`config.mk`:
```
export PLATFORM = sky130hd
export DESIGN_NAME = binary_to_bcd
export DESIGN_NICKNAME = d
export VERILOG_FILES = /design/src/rtl/bcd_pkg.sv /design/src/rtl/bcd_digit_adjust.sv /design/src/rtl/binary_to_bcd.sv
export SDC_FILE = /design/constraint.sdc
export NUM_CORES = 1
export LEC_CHECK = 0
export ABC_AREA = 1
export BUFFER_PORTS_ARGS = -buffer_cell sky130_fd_sc_hd__buf_2
export CAP_MARGIN = 20
export CORE_MARGIN = 2
export CORE_UTILIZATION = 45
export DETAILED_ROUTE_END_ITERATION = 16
export PLACE_DENSITY = 0.64
export RECOVER_POWER = 100
export SLEW_MARGIN = 5
export SYNTH_ARGS = -nofsm -noshare
export SYNTH_HDL_FRONTEND = slang
export SYNTH_SLANG_ARGS = --single-unit
```
`constraint.sdc`:
```
create_clock -name Clk -period 1.93 [get_ports Clk]
set_clock_uncertainty 0.05 [all_clocks]
set_input_delay 0.386 -clock Clk [delete_from_list [all_inputs] [get_ports Clk]]
set_output_delay 0.386 -clock Clk [all_outputs]
set_load 0.02 [all_outputs]
```
`src/rtl/bcd_pkg.sv`:
```
// Shared types and constants for the sequential binary-to-BCD converter.
package bcd_pkg;

  typedef enum logic [1:0] {IDLE, SHIFT, DONE} bcd_state_t;

  localparam int BCD_DIGIT_W = 4;
  localparam logic [BCD_DIGIT_W-1:0] BCD_ADJ_THRESH = 4'd5;
  localparam logic [BCD_DIGIT_W-1:0] BCD_ADJ_ADD    = 4'd3;

  function automatic longint unsigned pow10(input int n);
    longint unsigned p;
    p = 64'd1;
    for (int i = 0; i < n; i++) p = p * 64'd10;
    return p;
  endfunction

endpackage

```
`src/rtl/bcd_digit_adjust.sv`:
```
// One double-dabble correction: a BCD digit of 5 or more gets +3 before the shift.
module bcd_digit_adjust
  import bcd_pkg::*;
(
  input  logic [BCD_DIGIT_W-1:0] digit_i,
  output logic [BCD_DIGIT_W-1:0] digit_o
);

  always_comb begin
    digit_o = digit_i;
    if (digit_i >= BCD_ADJ_THRESH) digit_o = digit_i + BCD_ADJ_ADD;
  end

endmodule

```
`src/rtl/binary_to_bcd.sv`:
```
// Sequential double-dabble converter: one adjust-and-shift step per clock,
// start/busy/done handshake, result held between conversions.
module binary_to_bcd
  import bcd_pkg::*;
#(
  parameter int WIDTH  = 8,
  parameter int DIGITS = 3
) (
  input  logic                          Clk,
  input  logic                          Rst,
  input  logic                          Start,
  input  logic [WIDTH-1:0]              Binary_in,
  output logic                          Busy,
  output logic                          Done,
  output logic [BCD_DIGIT_W*DIGITS-1:0] Bcd_out
);

  localparam int BCD_W = BCD_DIGIT_W * DIGITS;
  localparam int SCR_W = BCD_W + WIDTH;
  localparam int CNT_W = (WIDTH > 1) ? $clog2(WIDTH) : 1;

  if (pow10(DIGITS) <= ((64'd1 << WIDTH) - 64'd1)) begin : g_bad_digits
    $error("binary_to_bcd: DIGITS too small to represent 2^WIDTH-1");
  end

  bcd_state_t       state_q, state_d;
  logic [CNT_W-1:0] cnt_q, cnt_d;
  logic [SCR_W-1:0] scr_q, scr_d;
  logic [BCD_W-1:0] bcd_q, bcd_d;
  logic [SCR_W-1:0] scr_adj;
  logic [SCR_W-1:0] scr_shift;

  // Binary part passes through untouched; every digit field is corrected in parallel.
  assign scr_adj[WIDTH-1:0] = scr_q[WIDTH-1:0];

  for (genvar g = 0; g < DIGITS; g++) begin : g_adj
    bcd_digit_adjust u_adj (
      .digit_i(scr_q  [WIDTH + g*BCD_DIGIT_W +: BCD_DIGIT_W]),
      .digit_o(scr_adj[WIDTH + g*BCD_DIGIT_W +: BCD_DIGIT_W])
    );
  end

  assign scr_shift = {scr_adj[SCR_W-2:0], 1'b0};

  always_comb begin
    state_d = state_q;
    cnt_d   = cnt_q;
    scr_d   = scr_q;
    bcd_d   = bcd_q;
    case (state_q)
      IDLE, DONE: begin
        if (Start) begin
          state_d = SHIFT;
          scr_d   = {{BCD_W{1'b0}}, Binary_in};
          cnt_d   = '0;
        end else begin
          state_d = IDLE;
        end
      end
      SHIFT: begin
        scr_d = scr_shift;
        cnt_d = cnt_q + 1'b1;
        if (cnt_q == CNT_W'(WIDTH - 1)) begin
          state_d = DONE;
          bcd_d   = scr_shift[SCR_W-1 -: BCD_W];
        end
      end
      default: state_d = IDLE;
    endcase
  end

  always_ff @(posedge Clk) begin
    if (Rst) begin
      state_q <= IDLE;
      cnt_q   <= '0;
      scr_q   <= '0;
      bcd_q   <= '0;
    end else begin
      state_q <= state_d;
      cnt_q   <= cnt_d;
      scr_q   <= scr_d;
      bcd_q   <= bcd_d;
    end
  end

  assign Busy    = (state_q == SHIFT);
  assign Done    = (state_q == DONE);
  assign Bcd_out = bcd_q;

endmodule
```
==> out/metrics.cfg <==
[setup_path]
reg2reg_slack_ps=310
critPathKind=flip-flop to output pin
reg2reg_to=scr_q[16]$_SDFFE_PP0P_
endpoint_kind=output pin
crit_fanout=10
required_ps=1490
worstReg2RegStart=state_q[0]$_SDFFE_PP0P_
cp-start-kind=flip-flop
worstPathArrival_ps=1260
reg2reg_depth=5

[timing]
fin_crit_sh_pct=87.7
setup_viol=0
rsz0062_at_grt=no
slew-limit-headroom_pct=68.0
fmax_ghz=0.591
fin_tns_setup_ps=0
worst_pin_slew_ps=479
finalHoldViolCount=0
slew_viol_final=0
finalWorstSetupSlack_ps=237
fin_crit_ps=1690

[place]
place_ws_ps=402
io_buffers=24
placed_cell_area_um2=1990
place_inst=306
hpwlAfterDp_mm=2.45
place.gp.congestion=0.814

[synth]
yosysTopAreaCell=dfxtp_1
yosysSeqAreaShare_pct=39.8
avgSynthCellArea_um2=7.82
synth.top_cell.area_share_pct=39.8
synth.net_count=257
syn_inst=238
synth_seq_cells=37
synth_cell_type_count=30
synth_area_um2=1860
yosys_warnings=0
yosys-top-cells-area=dfxtp_1, nand2_1, ha_1

[cts]
cts_buffer_depth=2
post_cts_resized=0
cts_tree=done
post_cts_buffers=0
cts_hold_buf=0
cts_max_level=2
insertion_delay_ps=290
clkSinkCount=37
clk_pin_slew_ps=70
numCtsBuffers=5
cts_root_buffer=clkbuf_8

[cells_and_area]
drive_above_1_share_pct=16.0
layout.cells.non_filler=313
syn_to_final_growth_pct=9.89
fillers=409
diodes=0
fin_util_pct=51.1
nNetsFinal=282
final_cell_area_um2=2040

[route]
drt-total-wl_mm=3.68
viasPerCell=5.00
wl_per_cell_um=11.8
drc=0
postRouteAntennaNets=0
first_pass_iters=4
num_vias=1566
initialDrtViolationCount=73

[grt]
antenna_found_initial=0
grt_pass1_wl_mm=6.37
grt_util_all_layers_pct=18.8
overflow=0
grt_max_degree=23
grt_pass1_vias=1406

[worst_hold_path]
holdPathEnd=scr_q[1]$_SDFFE_PP0P_
hp-class=input port to flip-flop
whs_path_depth=3
hold_path_startpoint=Binary_in[1]

[die]
rows=23
start_util_pct=46.5
die-area_um2=4660
dieHeight_um=68.3
die_w_um=68.3
core_area_um2=4000
pin_count=25

[power]
p_comb_share_pct=9.3
clkPwrFrac_pct=36.8
ir_worst_vdd_mv=0.465
share_seq_of_total_power_pct=53.8
p_int_mw=1.12
power.density_nw_per_um2=727
power.leakage_nw=0.877
p_sw_share_pct=24.7
switching_power_mw=0.368

[flow_run]
cap_violations=0

[outcome]
status=finished, final reports clean

cell usage in the layout (no fill, tap or decap):
| cell | Yosys | layout |
|---|---|---|
| o21ai_0 | 10 | 11 |
| nand4_1 | 6 | 6 |
| o211ai_1 | 7 | 7 |
| a211oi_1 | 1 | 1 |
| clkbuf_1 | 1 | 14 |
| nand3_1 | 19 | 19 |
| dfxtp_1 | 37 | 37 |
| nor3_1 | 7 | 7 |
| inv_2 | 3 | 3 |
| inv_1 | 25 | 25 |
| buf_4 | 2 | 1 |
| clkinvlp_4 | 0 | 1 |
| o21a_1 | 2 | 2 |
| ha_1 | 8 | 8 |
| clkbuf_8 | 0 | 6 |
| or2_2 | 7 | 7 |
| nor2_4 | 1 | 1 |
| nand2_1 | 55 | 57 |
| nand2_2 | 5 | 4 |
| a21o_1 | 6 | 6 |
| a21oi_1 | 10 | 11 |
| nor2_1 | 8 | 8 |
| buf_2 | 2 | 11 |
| clkbuf_2 | 0 | 1 |
| mux2i_1 | 2 | 2 |
| a21oi_2 | 6 | 5 |
| nand2_8 | 2 | 2 |
registers in the layout (all words and copies together) (netlist names):
register  cells
scr_q        20
Bcd_out      12
cnt_q         3
state_q       2
per-layer routing:
layer	wire length, um	global-route usage (%)	vias to the layer above
met4	60	7.50	0
li1	-	-	833
met5	0	0	-
met3	143	5.92	7
met1	1910	24.6	705
met2	1570	28.5	21
power by group through the flow:
stage	registers (mW)	logic (mW)	clock network, mW
2_1_floorplan	0.815	0.119	0
3_3_place_gp	0.818	0.144	0
3_5_place_dp	0.818	0.146	0
4_1_cts	0.800	0.147	0.563
5_1_grt	0.802	0.158	0.600
6_report	0.800	0.138	0.547
synthesized netlist by cell type:
| cell | count |
|---|---|
| a211oi_1 | 1 |
| ha_1 | 8 |
| o211ai_1 | 7 |
| buf_1 | 1 |
| buf_2 | 2 |
| o21ai_1 | 1 |
| a21o_1 | 6 |
| inv_2 | 3 |
| nand2_4 | 1 |
| buf_6 | 1 |
| nand4_1 | 6 |
| nand2_1 | 55 |
| nand2_2 | 5 |
| o21a_1 | 2 |
| dfxtp_1 | 37 |
| inv_1 | 25 |
| buf_12 | 1 |
| a21oi_1 | 10 |
| nor3_1 | 7 |
| nor2_1 | 8 |
| or2_2 | 7 |
| o21ai_0 | 10 |
| nor2_4 | 1 |
| inv_8 | 1 |
| nand3_1 | 19 |
| mux2i_1 | 2 |
| a21oi_2 | 6 |
| buf_4 | 2 |
| clkbuf_1 | 1 |
| nand2_8 | 2 |
stage by stage:
step	hold slack (ps)	power, mW
6_report	274	1.49
5_1_grt	289	1.56
4_1_cts	276	1.51
3_5_place_dp	399	0.963
3_3_place_gp	392	0.962
2_1_floorplan	378	0.934
worst max-delay path by stage:
stage	startpoint	slack (ps)	to	cells past startpoint
2_1_floorplan	cnt_q[0]$_SDFFE_PP0P_	600	Bcd_out[8]$_SDFFE_PP0P_	8
3_3_place_gp	cnt_q[0]$_SDFFE_PP0P_	470	Bcd_out[3]$_SDFFE_PP0P_	8
3_5_place_dp	cnt_q[0]$_SDFFE_PP0P_	400	Bcd_out[11]$_SDFFE_PP0P_	7
4_1_cts	cnt_q[0]$_SDFFE_PP0P_	390	Bcd_out[11]$_SDFFE_PP0P_	7
5_1_grt	state_q[0]$_SDFFE_PP0P_	100	cnt_q[0]$_SDFFE_PP0P_	5
6_report	state_q[0]$_SDFFE_PP0P_	240	Busy	3
worst max-delay path, stage by stage (launching register included):
cell     delay [ps]
dfxtp_1         360
nand2_1         310
inv_2           130
buf_2           170
final cells by class:
type | count | area, um2 | share of cell area, %
Clock buffer | 7 | 86.3 | 4.22
Inverter | 29 | 113 | 5.51
Multi-Input combinational cell | 164 | 926 | 45.3
Sequential cell | 37 | 741 | 36.2
Tap cell | 50 | 62.6 | 3.06
Timing Repair Buffer | 26 | 116 | 5.69
logic make-up (layout without fill, tap and decap cells):
| group | count (synthesis) | after routing | share of synthesized area [%] |
|---|---|---|---|
| compound gates | 43 | 43 | 14.9 |
| fa+ha+maj | 8 | 8 | 5.38 |
| buf+inv | 37 | 62 | 9.68 |
| flops | 37 | 37 | 39.8 |
| mux | 2 | 2 | 1.08 |
| simple gates | 111 | 111 | 29.1 |
Note: power is estimated with default switching activity, not from simulation.
